==> src/rtl/lsu_align_unit_pkg.sv <==
// Shared definitions for the load/store alignment unit: width codes,
// FSM state encoding and small decode helpers.
package lsu_pkg;

  // RISC-V load width codes
  localparam logic [2:0] F3_LB  = 3'b000;
  localparam logic [2:0] F3_LH  = 3'b001;
  localparam logic [2:0] F3_LW  = 3'b010;
  localparam logic [2:0] F3_LBU = 3'b100;
  localparam logic [2:0] F3_LHU = 3'b101;

  // RISC-V store width codes
  localparam logic [2:0] F3_SB  = 3'b000;
  localparam logic [2:0] F3_SH  = 3'b001;
  localparam logic [2:0] F3_SW  = 3'b010;

  typedef enum logic [1:0] {
    IDLE = 2'd0,
    ACC0 = 2'd1,
    ACC1 = 2'd2,
    RESP = 2'd3
  } lsu_state_e;

  // Access size in bytes (1, 2 or 4); the upper func3 bit only selects
  // signedness, so the low two bits decide the width.
  function automatic logic [2:0] size_of(input logic [2:0] func3);
    logic [2:0] size;
    case (func3[1:0])
      2'b00:   size = 3'd1;
      2'b01:   size = 3'd2;
      default: size = 3'd4;
    endcase
    return size;
  endfunction

  // Loads accept the five RV32 widths, stores only the three plain ones.
  function automatic logic is_legal(input logic store, input logic [2:0] func3);
    logic legal;
    if (store) begin
      legal = (func3 == F3_SB) || (func3 == F3_SH) || (func3 == F3_SW);
    end else begin
      legal = (func3 == F3_LB) || (func3 == F3_LH) || (func3 == F3_LW) ||
              (func3 == F3_LBU) || (func3 == F3_LHU);
    end
    return legal;
  endfunction

endpackage

==> src/rtl/lsu_align_unit_if.sv <==
// Bundle of the core-side request/response handshake and the word-memory
// port. The unit uses the slave view; the core/memory side uses master.
interface lsu_align_unit_if #(
  parameter int ADDR_W = 32
);

  logic              req_valid;
  logic              req_ready;
  logic              req_store;
  logic [2:0]        req_func3;
  logic [ADDR_W-1:0] req_addr;
  logic [31:0]       req_wdata;

  logic              mem_rd_en;
  logic              mem_wr_en;
  logic [ADDR_W-3:0] mem_waddr;
  logic [3:0]        mem_be;
  logic [31:0]       mem_wdata;
  logic [31:0]       mem_rdata;

  logic              resp_valid;
  logic [31:0]       resp_rdata;
  logic              resp_err;

  modport master (
    output req_valid, req_store, req_func3, req_addr, req_wdata, mem_rdata,
    input  req_ready, mem_rd_en, mem_wr_en, mem_waddr, mem_be, mem_wdata,
           resp_valid, resp_rdata, resp_err
  );

  modport slave (
    input  req_valid, req_store, req_func3, req_addr, req_wdata, mem_rdata,
    output req_ready, mem_rd_en, mem_wr_en, mem_waddr, mem_be, mem_wdata,
           resp_valid, resp_rdata, resp_err
  );

endinterface

==> src/rtl/lsu_align_unit_load_extend.sv <==
// Load-data extractor: takes the two raw words of an access ({hi,lo}),
// shifts the addressed bytes down to bit 0 and sign/zero-extends them.
// Purely combinational so the writeback stage can reuse it as-is.
module lsu_load_extend
  import lsu_pkg::*;
(
  input  logic [63:0] i_data,
  input  logic [1:0]  i_off,
  input  logic [2:0]  i_func3,
  output logic [31:0] o_result
);

  logic [31:0] w_shifted;

  assign w_shifted = 32'(i_data >> {i_off, 3'b000});

  // Pick the access width and apply the extension that func3 asks for
  always_comb begin
    o_result = 32'h0;
    case (i_func3)
      F3_LB:   o_result = {{24{w_shifted[7]}}, w_shifted[7:0]};
      F3_LH:   o_result = {{16{w_shifted[15]}}, w_shifted[15:0]};
      F3_LW:   o_result = w_shifted;
      F3_LBU:  o_result = {24'h0, w_shifted[7:0]};
      F3_LHU:  o_result = {16'h0, w_shifted[15:0]};
      default: o_result = 32'h0;
    endcase
  end

endmodule

==> src/rtl/lsu_align_unit.sv <==
// Load/store alignment unit. Turns one byte-addressed load/store into one
// or two aligned word accesses with byte enables, merges and extends load
// data, and holds the core off via req_ready until the response pulse.
module lsu_align_unit
  import lsu_pkg::*;
#(
  parameter int ADDR_W = 32
) (
  input  logic            clk,
  input  logic            rst_n,
  lsu_align_unit_if.slave bus
);

  lsu_state_e        r_state;
  logic              r_store;
  logic [2:0]        r_func3;
  logic [ADDR_W-1:0] r_addr;
  logic [31:0]       r_wdata;
  logic [2:0]        r_size;
  logic              r_split;
  logic [31:0]       r_lo;
  logic [31:0]       r_resp_rdata;
  logic              r_resp_err;

  logic [2:0]        w_size;
  logic              w_legal;
  logic [3:0]        w_span;
  logic              w_split;
  logic [7:0]        w_mask8;
  logic [7:0]        w_be8;
  logic [63:0]       w_wd64;
  logic [ADDR_W-3:0] w_waddr0;
  logic [ADDR_W-3:0] w_waddr1;
  logic [63:0]       w_merged;
  logic [31:0]       w_ext;
  logic              w_rd_en;
  logic              w_wr_en;
  logic [ADDR_W-3:0] w_waddr;
  logic [3:0]        w_be;
  logic [31:0]       w_wdata;

  // Request decode, only consumed on the accept edge
  assign w_size  = size_of(bus.req_func3);
  assign w_legal = is_legal(bus.req_store, bus.req_func3);
  assign w_span  = {2'b00, bus.req_addr[1:0]} + {1'b0, w_size};
  assign w_split = (w_span > 4'd4);

  // Byte-count to contiguous enable mask
  always_comb begin
    w_mask8 = 8'h0F;
    case (r_size)
      3'd1:    w_mask8 = 8'h01;
      3'd2:    w_mask8 = 8'h03;
      default: w_mask8 = 8'h0F;
    endcase
  end

  // Lane placement across the two-word window, from registered state only
  assign w_be8    = w_mask8 << r_addr[1:0];
  assign w_wd64   = {32'h0, r_wdata} << {r_addr[1:0], 3'b000};
  assign w_waddr0 = r_addr[ADDR_W-1:2];
  assign w_waddr1 = w_waddr0 + {{(ADDR_W-3){1'b0}}, 1'b1};

  // The upper word is fed straight from the bus in ACC1, and treated as
  // zero when the access stays inside one word.
  assign w_merged = (r_state == ACC1) ? {bus.mem_rdata, r_lo}
                                      : {32'h0, bus.mem_rdata};

  lsu_load_extend u_load_extend (
    .i_data   (w_merged),
    .i_off    (r_addr[1:0]),
    .i_func3  (r_func3),
    .o_result (w_ext)
  );

  // Sequencer: accept, one or two word accesses, then a single response cycle
  always_ff @(posedge clk) begin
    if (!rst_n) begin
      r_state      <= IDLE;
      r_store      <= 1'b0;
      r_func3      <= 3'b000;
      r_addr       <= '0;
      r_wdata      <= 32'h0;
      r_size       <= 3'd0;
      r_split      <= 1'b0;
      r_lo         <= 32'h0;
      r_resp_rdata <= 32'h0;
      r_resp_err   <= 1'b0;
    end else begin
      case (r_state)
        IDLE: begin
          if (bus.req_valid) begin
            r_store <= bus.req_store;
            r_func3 <= bus.req_func3;
            r_addr  <= bus.req_addr;
            r_wdata <= bus.req_wdata;
            r_size  <= w_size;
            r_split <= w_split;
            r_lo    <= 32'h0;
            if (!w_legal) begin
              r_resp_err   <= 1'b1;
              r_resp_rdata <= 32'h0;
              r_state      <= RESP;
            end else begin
              r_state <= ACC0;
            end
          end
        end
        ACC0: begin
          if (!r_store) begin
            r_lo <= bus.mem_rdata;
          end
          if (r_split) begin
            r_state <= ACC1;
          end else begin
            r_resp_rdata <= r_store ? 32'h0 : w_ext;
            r_resp_err   <= 1'b0;
            r_state      <= RESP;
          end
        end
        ACC1: begin
          r_resp_rdata <= r_store ? 32'h0 : w_ext;
          r_resp_err   <= 1'b0;
          r_state      <= RESP;
        end
        RESP: begin
          r_resp_rdata <= 32'h0;
          r_resp_err   <= 1'b0;
          r_state      <= IDLE;
        end
        default: begin
          r_state <= IDLE;
        end
      endcase
    end
  end

  // Memory port decode: strobes and lanes live only in the access states
  always_comb begin
    w_rd_en = 1'b0;
    w_wr_en = 1'b0;
    w_waddr = '0;
    w_be    = 4'h0;
    w_wdata = 32'h0;
    case (r_state)
      ACC0: begin
        w_rd_en = !r_store;
        w_wr_en = r_store;
        w_waddr = w_waddr0;
        w_be    = w_be8[3:0];
        w_wdata = w_wd64[31:0];
      end
      ACC1: begin
        w_rd_en = !r_store;
        w_wr_en = r_store;
        w_waddr = w_waddr1;
        w_be    = w_be8[7:4];
        w_wdata = w_wd64[63:32];
      end
      default: begin
        w_rd_en = 1'b0;
      end
    endcase
  end

  assign bus.req_ready  = (r_state == IDLE);
  assign bus.resp_valid = (r_state == RESP);
  assign bus.resp_rdata = r_resp_rdata;
  assign bus.resp_err   = r_resp_err;
  assign bus.mem_rd_en  = w_rd_en;
  assign bus.mem_wr_en  = w_wr_en;
  assign bus.mem_waddr  = w_waddr;
  assign bus.mem_be     = w_be;
  assign bus.mem_wdata  = w_wdata;

endmodule

==> src/flat_wrapper.sv <==
// flat-port wrapper written by rule: the top's interface ports become plain ports
module lsu_align_unit_flat import lsu_pkg::*;
#(
  parameter int ADDR_W = 32
)
  (clk, rst_n, bus_req_valid, bus_req_store, bus_req_func3, bus_req_addr, bus_req_wdata, bus_mem_rdata, bus_req_ready, bus_mem_rd_en, bus_mem_wr_en, bus_mem_waddr, bus_mem_be, bus_mem_wdata, bus_resp_valid, bus_resp_rdata, bus_resp_err);
  lsu_align_unit_if #(.ADDR_W(ADDR_W)) bus_i ();
  input  logic clk;
  input  logic rst_n;
  input wire logic [$bits(bus_i.req_valid)-1:0] bus_req_valid;
  input wire logic [$bits(bus_i.req_store)-1:0] bus_req_store;
  input wire logic [$bits(bus_i.req_func3)-1:0] bus_req_func3;
  input wire logic [$bits(bus_i.req_addr)-1:0] bus_req_addr;
  input wire logic [$bits(bus_i.req_wdata)-1:0] bus_req_wdata;
  input wire logic [$bits(bus_i.mem_rdata)-1:0] bus_mem_rdata;
  output wire logic [$bits(bus_i.req_ready)-1:0] bus_req_ready;
  output wire logic [$bits(bus_i.mem_rd_en)-1:0] bus_mem_rd_en;
  output wire logic [$bits(bus_i.mem_wr_en)-1:0] bus_mem_wr_en;
  output wire logic [$bits(bus_i.mem_waddr)-1:0] bus_mem_waddr;
  output wire logic [$bits(bus_i.mem_be)-1:0] bus_mem_be;
  output wire logic [$bits(bus_i.mem_wdata)-1:0] bus_mem_wdata;
  output wire logic [$bits(bus_i.resp_valid)-1:0] bus_resp_valid;
  output wire logic [$bits(bus_i.resp_rdata)-1:0] bus_resp_rdata;
  output wire logic [$bits(bus_i.resp_err)-1:0] bus_resp_err;
  assign bus_i.req_valid = bus_req_valid;
  assign bus_i.req_store = bus_req_store;
  assign bus_i.req_func3 = bus_req_func3;
  assign bus_i.req_addr = bus_req_addr;
  assign bus_i.req_wdata = bus_req_wdata;
  assign bus_i.mem_rdata = bus_mem_rdata;
  assign bus_req_ready = bus_i.req_ready;
  assign bus_mem_rd_en = bus_i.mem_rd_en;
  assign bus_mem_wr_en = bus_i.mem_wr_en;
  assign bus_mem_waddr = bus_i.mem_waddr;
  assign bus_mem_be = bus_i.mem_be;
  assign bus_mem_wdata = bus_i.mem_wdata;
  assign bus_resp_valid = bus_i.resp_valid;
  assign bus_resp_rdata = bus_i.resp_rdata;
  assign bus_resp_err = bus_i.resp_err;
  lsu_align_unit #(.ADDR_W(ADDR_W)) u_core (.clk(clk), .rst_n(rst_n), .bus(bus_i));
endmodule
==> config.mk <==
export PLATFORM = sky130hd
export DESIGN_NAME = lsu_align_unit_flat
export DESIGN_NICKNAME = d
export VERILOG_FILES = /design/src/rtl/lsu_align_unit_pkg.sv /design/src/rtl/lsu_align_unit_if.sv /design/src/rtl/lsu_align_unit_load_extend.sv /design/src/rtl/lsu_align_unit.sv /design/src/flat_wrapper.sv
export SDC_FILE = /design/constraint.sdc
export NUM_CORES = 1
export LEC_CHECK = 0
export BUFFER_PORTS_ARGS = -buffer_cell sky130_fd_sc_hd__buf_2
export CAP_MARGIN = 20
export CORE_ASPECT_RATIO = 1.4
export CORE_MARGIN = 10
export CORE_UTILIZATION = 40
export DETAILED_ROUTE_END_ITERATION = 16
export GPL_ROUTABILITY_DRIVEN = 0
export HOLD_SLACK_MARGIN = 0.1
export REMOVE_ABC_BUFFERS = 1
export SETUP_SLACK_MARGIN = 0.15
export SYNTH_ARGS = -nofsm -noshare
export SYNTH_HDL_FRONTEND = slang
export SYNTH_SLANG_ARGS = --single-unit
==> constraint.sdc <==
create_clock -name clk -period 3.04 [get_ports clk]
set_clock_uncertainty 0.2 [all_clocks]
set_input_delay 0.76 -clock clk [delete_from_list [all_inputs] [get_ports clk]]
set_output_delay 0.76 -clock clk [all_outputs]
set_load 0.005 [all_outputs]
==> impl_metrics.env, run 1 <==
export IMPL_status="finished with violations"
export IMPL_failed_checks="negative setup slack"
export IMPL_hold_violations=0
export IMPL_synth_top_area_cell="dfxtp_1"
export IMPL_cp_max_fo=5
export IMPL_drive_above_1_share_pct=39.6
export IMPL_drc=0
export IMPL_layout_commonest_cell="buf_2"
export IMPL_antenna_cells=0
export IMPL_worst_ep_arrival_time_ns=2.29
export IMPL_min_period_ns=3.25
export IMPL_switching_share_pct=41.3
export IMPL_cts_tree="yes"
export IMPL_leakagePower_uw=0.00493
export IMPL_yosysUniqueCellTypes=61
export IMPL_track_usage_pct=20.9
export IMPL_ys_seq_area_share_pct=30.6
export IMPL_total_power_uw=9480
export IMPL_core_area_um2=22400
export IMPL_fin_cells=1701
export IMPL_viasPerCell=5.50
export IMPL_async_flop_share_pct=0
export IMPL_startpoint="u_core.r_addr[17]"
export IMPL_synth_area_um2=9100
export IMPL_start_kind="flop"
export IMPL_ys_flop_type="dfxtp_1"
export IMPL_cts_buffers=17
export IMPL_required_ns=2.08
export IMPL_antenna_found_initial=0
export IMPL_io_pins=206
export IMPL_synth_cells=1146
export IMPL_grt_max_degree=77
export IMPL_grt_pass1_vias=9268
export IMPL_slew_limit_headroom_pct=43.7
export IMPL_synth_area_leaders="dfxtp_1, nand2_1, mux2i_1, a21boi_0, nor2b_1"
export IMPL_rows=65
export IMPL_firstDrtPassIters=5
export IMPL_clkPwrFrac_pct=21.8
export IMPL_ir_drop_v=0.000465
export IMPL_intPower_uw=5560
export IMPL_critPathKind="reg2out"
export IMPL_drtIter0Drc=553
export IMPL_h_tree_depth=4
export IMPL_wl_mm=32.2
export IMPL_design_die_area_um2=29300
export IMPL_slew_violations=0
export IMPL_io_buffer_count=205
export IMPL_clock_fmax_mhz=307
export IMPL_pwr_share_comb_pct=51.5
export IMPL_dp_slack_ns=0.0953
export IMPL_rsz0062_at_grt="true"
export IMPL_mostFrequentLayoutCells="buf_2, nand2_1, dfxtp_1"
export IMPL_cts_hold_buf=0
export IMPL_tightest_slew_ns=0.844
export IMPL_reg2reg_from="u_core.r_state[0]"
export IMPL_wire_per_inst_um=19.0
export IMPL_yosys_warnings=0
export IMPL_seqPwrFrac_pct=26.7
export IMPL_end_kind="output pin"
export IMPL_cts_sink_count=139
export IMPL_die_x_um=147
export IMPL_cts_path_max_buffers=2
export IMPL_hp_start="u_core.bus.resp_rdata[11]"
export IMPL_p_sw_uw=3920
export IMPL_ys_ff_latch=139
export IMPL_area_growth_pct=39.9
export IMPL_initial_core_util_pct=40.5
export IMPL_fin_crit_sh_pct=107
export IMPL_nets=1499
export IMPL_die_y_um=198
export IMPL_cts_root_buf="clkbuf_16"
export IMPL_hold_class="reg2reg"
export IMPL_setup_viol=11
export IMPL_ant_nets=0
export IMPL_clk_latency_ns=0.43
export IMPL_path_clk_slew_ns=0.07
export IMPL_setup_ws_ns=-0.214
export IMPL_syn_area_per_cell_um2=7.94
export IMPL_yosys_area_top_type_share_pct=30.6
export IMPL_synth_edf_count=0
export IMPL_vias=9364
export IMPL_dp_cells=1604
export IMPL_grt_pass1_wl_mm=49.7
export IMPL_setup_tns_ns=-1.31
export IMPL_power_density_nw_per_um2=745
export IMPL_overflow=0
export IMPL_place_hpwl_mm=21.0
export IMPL_maxCapViolations=0
kinds of logic (layout without fill, tap and decap cells):
| logic type | Yosys count | after routing | synth area share [%] |
|---|---|---|---|
| DFF | 139 | 139 | 30.6 |
| adders and majority gates | 9 | 9 | 1.32 |
| buffers and inverters | 113 | 367 | 5.56 |
| muxes | 103 | 103 | 13.4 |
| AOI/OAI and AO/OA | 334 | 334 | 24.9 |
| xor gates and xnor gates | 4 | 4 | 0.385 |
| and+or+nand+nor | 444 | 444 | 23.9 |
path summary, 6_finish.rpt:
check,slack [ns],end,cells after the start
worst min register to register,0.26,u_core.bus.resp_rdata[11],2
worst min-delay path,0.26,u_core.bus.resp_rdata[11],2
worst max-delay path,-0.21,bus_mem_waddr[25],8
worst max register to register,0.32,u_core.bus.resp_rdata[29],8
metal layers:
metal / vias up / GRT usage (%) / wire length [µm]
met1: 4422 / 24.4 / 13300
met2: 318 / 37.0 / 16300
met5: - / 0 / 0
li1: 4576 / - / -
met3: 48 / 4.93 / 1910
met4: 0 / 5.96 / 692
timing repair:
action	4_1_cts	5_1_grt
hold endpoints to repair	0	0
endpoints found under the setup margin	67	65
resized for setup	162	113
gates cloned	9	0
pin swaps	47	47
setup buffers	37	19
area by class of cell:
type / count / area [µm²]
fillers: 2105 / 9720
clock inverters: 13 / 131
repair buffers: 323 / 2390
multi-input cells: 894 / 6500
flip-flops and latches: 139 / 2830
clock buffers: 19 / 443
well taps: 301 / 377
inverters: 12 / 53.8
state kept, by name, summed over array words and instances, names as in the netlist:
| register | flops |
|---|---|
| u_core.r_state | 2 |
| u_core.r_lo | 32 |
| u_core.bus.resp_err | 1 |
| u_core.r_addr | 32 |
| u_core.r_split | 1 |
| u_core.r_size | 3 |
| u_core.bus.resp_rdata | 32 |
| u_core.r_wdata | 32 |
| u_core.r_store | 1 |
| u_core.r_func3 | 3 |
power by group through the flow:
stage | clock network [µW] | logic [µW] | registers [µW]
floorplan | 0 | 2160 | 2580
global placement | 0 | 3710 | 2500
detailed placement | 0 | 3740 | 2510
CTS | 2100 | 4550 | 2510
global route | 2170 | 5300 | 2570
finish | 2070 | 4890 | 2530
critical path, stage by stage (launching register included):
cell,delay (ns)
dfxtp_4,0.37
nand4_1,0.22
nor4_4,0.29
buf_4,0.16
nand4_4,0.14
buf_6,0.18
o311ai_4,0.23
o41ai_2,0.12
buf_2,0.15
synthesized netlist by cell type, drive strengths merged, types with 23 or more instances:
| library cell | n |
|---|---|
| and2 | 23 |
| nor2 | 48 |
| a21boi | 80 |
| nand3 | 30 |
| buf | 40 |
| clkbuf | 60 |
| o21ai | 79 |
| nand2 | 213 |
| dfxtp | 139 |
| a31oi | 60 |
| mux2i | 78 |
| nor2b | 88 |
stage by stage:
step / instance area [µm²] / utilization (%) / hold slack, ns
3_3_place_gp: 10600 / 47.0 / 0.248
5_1_grt: 12700 / 56.7 / 0.278
3_5_place_dp: 10600 / 47.0 / 0.254
2_1_floorplan: 8640 / - / 0.257
6_report: 12700 / 56.7 / 0.258
4_1_cts: 12100 / 54.0 / 0.261
Note: power is estimated with default switching activity, not from simulation.
==> inputs of run 2 (changes only) <==
Settings changed: RECOVER_POWER set to 100.
==> impl_metrics.env, run 2 (synthesis results as in run 1) <==
export IMPL_status="finished with violations"
export IMPL_failed_checks="negative setup slack"
export IMPL_startpoint="u_core.r_addr[17]"
export IMPL_hold_violations=0
export IMPL_io_buffer_count=205
export IMPL_reg2reg_from="u_core.r_state[0]"
export IMPL_grt_max_degree=77
export IMPL_min_period_ns=3.26
export IMPL_hold_class="reg2reg"
export IMPL_rsz0062_at_grt="true"
export IMPL_leakagePower_uw=0.00470
export IMPL_rows=65
export IMPL_slew_violations=0
export IMPL_setup_viol=22
export IMPL_fin_crit_sh_pct=107
export IMPL_initial_core_util_pct=40.5
export IMPL_cts_sink_count=139
export IMPL_wire_per_inst_um=19.0
export IMPL_design_die_area_um2=29300
export IMPL_required_ns=2.08
export IMPL_setup_ws_ns=-0.216
export IMPL_dp_cells=1604
export IMPL_fin_cells=1701
export IMPL_wl_mm=32.4
export IMPL_path_clk_slew_ns=0.07
export IMPL_slew_limit_headroom_pct=2.25
export IMPL_grt_pass1_vias=9268
export IMPL_layout_commonest_cell="nand2_1"
export IMPL_die_x_um=147
export IMPL_antenna_cells=0
export IMPL_start_kind="flop"
export IMPL_cts_path_max_buffers=2
export IMPL_worst_ep_arrival_time_ns=2.30
export IMPL_h_tree_depth=4
export IMPL_whs_ns=0.261
export IMPL_end_kind="output pin"
export IMPL_cts_buffers=17
export IMPL_drive_above_1_share_pct=36.0
export IMPL_total_power_uw=9310
export IMPL_io_pins=206
export IMPL_dp_slack_ns=0.0953
export IMPL_core_area_um2=22400
export IMPL_n_fill_cell=2145
export IMPL_power_density_nw_per_um2=740
export IMPL_cp_max_fo=5
export IMPL_track_usage_pct=20.9
export IMPL_mostFrequentLayoutCells="nand2_1, buf_2, dfxtp_1"
export IMPL_maxCapViolations=0
export IMPL_antenna_found_initial=0
export IMPL_ir_drop_v=0.000462
export IMPL_cts_tree="yes"
export IMPL_ant_nets=0
export IMPL_place_hpwl_mm=21.0
export IMPL_vias=9418
export IMPL_firstDrtPassIters=5
export IMPL_fin_util_pct=56.1
export IMPL_viasPerCell=5.54
export IMPL_clock_fmax_mhz=307
export IMPL_tightest_slew_ns=1.47
export IMPL_hp_start="u_core.bus.resp_rdata[11]"
export IMPL_grt_pass1_wl_mm=49.7
export IMPL_critPathKind="reg2out"
export IMPL_nets=1499
export IMPL_drc=0
export IMPL_cts_root_buf="clkbuf_16"
export IMPL_die_y_um=198
export IMPL_clk_latency_ns=0.43
export IMPL_overflow=0
export IMPL_cts_hold_buf=0
export IMPL_area_growth_pct=38.3
export IMPL_drtIter0Drc=551
[run 2: cell count changes in the layout (fill, tap and decap cells not counted), moves of 3 or more]
cell,delta
and2_0,+4
buf_12,-3
clkbuf_1,+46
buf_2,-42
buf_4,-4
and2_1,-3
[run 2: power by group]
part	leakage (µW)	switching, µW	internal (µW)
clock network	0.000278	898	1170
logic	0.00328	2700	2010
registers	0.00114	322	2210
total	0.00470	3920	5390
[run 2: critical path, cell delays in order, from the launching register on]
cell and delay (ns):
dfxtp_4 0.36, nand4_1 0.22, nor4_4 0.29, buf_4 0.16, nand4_4 0.15, buf_6 0.18, o311ai_4 0.23, o41ai_2 0.12
buf_2 0.15
[run 2: routing by layer]
metal  share of wire (%)  track usage, %  vias to the layer above
li1                    -               -                     4568
met1                  41            24.4                     4465
met2                  51            37.0                      336
met3                 6.2            4.93                       49
met4                 2.1            5.96                        0
met5                   0               0                        -
[run 2: timing repair]
item,CTS,global route
pin swaps,47,47
setup buffers,37,19
gates resized for setup,162,113
cloned,9,0
endpoints found under the setup margin,67,65
hold endpoints to repair,0,0
[run 2: area by class of cell]
| class | instances | area (µm²) | share of cell area [%] |
|---|---|---|---|
| multi-input cells | 894 | 6490 | 51.6 |
| flip-flops and latches | 139 | 2830 | 22.5 |
| repair buffers | 323 | 2270 | 18.0 |
| clock buffers | 19 | 443 | 3.52 |
| well taps | 301 | 377 | 2.99 |
| clock inverters | 13 | 131 | 1.04 |
| inverters | 12 | 46.3 | 0.368 |
[run 2: stage by stage]
stage / setup TNS (ns) / cell area [µm²]
2_1_floorplan: -169.00 / 8640
3_3_place_gp: 0 / 10600
3_5_place_dp: 0 / 10600
4_1_cts: -0.666 / 12100
5_1_grt: -9.65 / 12600
6_report: -1.67 / 12600
[run 2: worst paths after layout]
kind	slack, ns	cells past startpoint	end
worst max-delay path	-0.22	8	bus_mem_waddr[25]
worst min-delay path	0.26	2	u_core.bus.resp_rdata[11]
worst max register to register	0.10	7	u_core.r_wdata[25]
worst min register to register	0.26	2	u_core.bus.resp_rdata[11]
==> inputs of run 3 (changes only) <==
Settings changed: CORE_ASPECT_RATIO 1.4 to 1.25, CTS_BUF_LIST set to sky130_fd_sc_hd__clkbuf_8.
==> impl_metrics.env, run 3 (synthesis results as in run 1) <==
export IMPL_reg2reg_from="u_core.r_state[0]"
export IMPL_reg2reg_depth=12
export IMPL_layout_commonest_cell="nand2_1"
export IMPL_cp_slowest_cell="or4_4"
export IMPL_ir_drop_v=0.000408
export IMPL_h_tree_depth=4
export IMPL_cts_sink_count=139
export IMPL_grt_max_degree=65
export IMPL_nets=1507
export IMPL_rows=61
export IMPL_setup_ws_ns=-0.293
export IMPL_use_met3_pct=4.58
export IMPL_cts_root_buf="clkbuf_8"
export IMPL_design_die_area_um2=29200
export IMPL_cts_tree="yes"
export IMPL_end_kind="output pin"
export IMPL_die_y_um=189
export IMPL_hp_start="u_core.bus.resp_rdata[14]"
export IMPL_place_hpwl_mm=21.3
export IMPL_rsz0062_at_grt="true"
export IMPL_grt_pass1_wl_mm=50.5
export IMPL_io_pins=206
export IMPL_overflow=0
export IMPL_path_clk_slew_ns=0.10
export IMPL_whs_ns=0.260
export IMPL_drtIter0Drc=498
export IMPL_grt_most_used_layer="met2"
export IMPL_drc=0
export IMPL_firstDrtPassIters=5
export IMPL_worst_path_buf_inv=2
export IMPL_antenna_found_initial=0
export IMPL_status="finished with violations"
export IMPL_fin_crit_sh_pct=110
export IMPL_path_cells="nand4_4 -> buf_12 -> nor4_4 -> nand4_4 -> or4_4 -> nand3_2 -> buf_6"
export IMPL_cpMostUsedCell="nand4_4"
export IMPL_setup_viol=56
export IMPL_cts_buffers=17
export IMPL_drive_above_1_share_pct=35.5
export IMPL_clk_latency_ns=0.48
export IMPL_mostFrequentLayoutCells="nand2_1, buf_2, dfxtp_1"
export IMPL_multi_input_area_um2=6570
export IMPL_slew_violations=0
export IMPL_r2r_slack_ns=-0.08
export IMPL_maxCapViolations=0
export IMPL_worst_ep_arrival_time_ns=2.37
export IMPL_grt_pass1_vias=9294
export IMPL_power_density_nw_per_um2=727
export IMPL_critPathKind="reg2out"
export IMPL_cp_endpoint="bus_mem_waddr[29]"
export IMPL_met2_usage_pct=36.2
export IMPL_hold_violations=0
export IMPL_cp_max_fo=6
export IMPL_clock_fmax_mhz=300
export IMPL_startpoint="u_core.r_addr[8]"
export IMPL_grtUsageMet1_pct=25.6
export IMPL_cts_hold_buf=0
export IMPL_leakagePower_uw=0.00479
export IMPL_setup_tns_ns=-3.45
export IMPL_die_x_um=155
export IMPL_core_area_um2=22300
export IMPL_io_buffer_count=205
export IMPL_critPathTopFamily="simple AND/OR/NAND/NOR gates"
export IMPL_viasPerCell=5.66
export IMPL_start_kind="flop"
export IMPL_slew_limit_headroom_pct=40.8
export IMPL_failed_checks="negative setup slack"
export IMPL_n_fill_cell=2086
export IMPL_ant_nets=0
export IMPL_vias=9567
export IMPL_hold_class="reg2reg"
export IMPL_wl_mm=33.1
export IMPL_crit_path_max_incr_delay_ns=0.46
export IMPL_wire_per_inst_um=19.6
export IMPL_track_usage_pct=21.1
export IMPL_dp_slack_ns=0.0931
export IMPL_cts_path_max_buffers=2
export IMPL_area_growth_pct=39.3
export IMPL_min_period_ns=3.33
export IMPL_regArea_um2=2840
export IMPL_reg2reg_to="u_core.bus.resp_rdata[14]"
export IMPL_total_power_uw=9210
export IMPL_antenna_cells=0
export IMPL_initial_core_util_pct=40.8
export IMPL_path_depth=7
export IMPL_required_ns=2.08
export IMPL_tightest_slew_ns=0.888
## run 3: changes by cell type in the layout (fill, tap and decap cells not counted), sizes merged
cell | before | now
buf | 272 | 273
inv | 18 | 20
clkbuf | 67 | 68
nand2b | 4 | 5
bufbuf | 3 | 5
and2 | 23 | 24
## run 3: cell type report
type	instances	area share [%]
clock buffer	17	1.85
clock inverter	15	1.35
inverter	12	0.573
multi-input combinational	896	51.9
sequential	139	22.4
tap	283	2.79
timing repair buffer	329	19.2
## run 3: worst min-delay path by stage
stage	endpoint	slack (ns)	depth (start not counted)
finish	u_core.bus.resp_rdata[14]	0.26	2
global placement	u_core.bus.resp_rdata[11]	0.25	2
global route	u_core.bus.resp_rdata[12]	0.29	2
detailed placement	u_core.bus.resp_rdata[14]	0.25	2
CTS	u_core.bus.resp_rdata[14]	0.26	2
floorplan	u_core.bus.resp_rdata[10]	0.26	2
## run 3: metal layers
metal	part of all wire (%)	up-vias	wire [µm]
met3	6.2	46	2050
met2	50	332	16600
met4	1.8	0	597
met1	42	4595	13900
met5	0	-	0
li1	-	4594	-
## run 3: timing repair
action,4_1_cts,5_1_grt
endpoints found under the setup margin,67,83
gates resized for setup,156,120
hold endpoints to repair,0,0
setup buffers,42,20
gates cloned,8,1
pin swaps,45,61
## run 3: worst reg2reg max path, stage by stage (launching register included)
cell and delay (ns):
dfxtp_1 0.42, clkbuf_1 0.20, ha_4 0.21, buf_12 0.12, buf_16 0.12, clkbuf_1 0.32
and2_1 0.19, a211o_1 0.11, clkbuf_2 0.59, nor2_1 0.13, buf_4 0.20, o21ai_0 0.09
a21boi_0 0.10
## run 3: stage by stage
stage / instance area [µm²] / utilization [%] / std cells
2_1_floorplan: 8640 / - / 1045
4_1_cts: 12000 / 53.9 / 1670
3_5_place_dp: 10600 / 47.4 / 1588
6_report: 12700 / 56.9 / 1691
5_1_grt: 12700 / 56.9 / 1691
3_3_place_gp: 10600 / 47.4 / 1588
## run 3: report_power, final
| part | total [µW] | switching (µW) | internal (µW) |
|---|---|---|---|
| Sequential | 2560 | 354 | 2200 |
| Clock | 1600 | 906 | 690 |
| Combinational | 5060 | 2790 | 2270 |
| Total | 9210 | 4050 | 5170 |
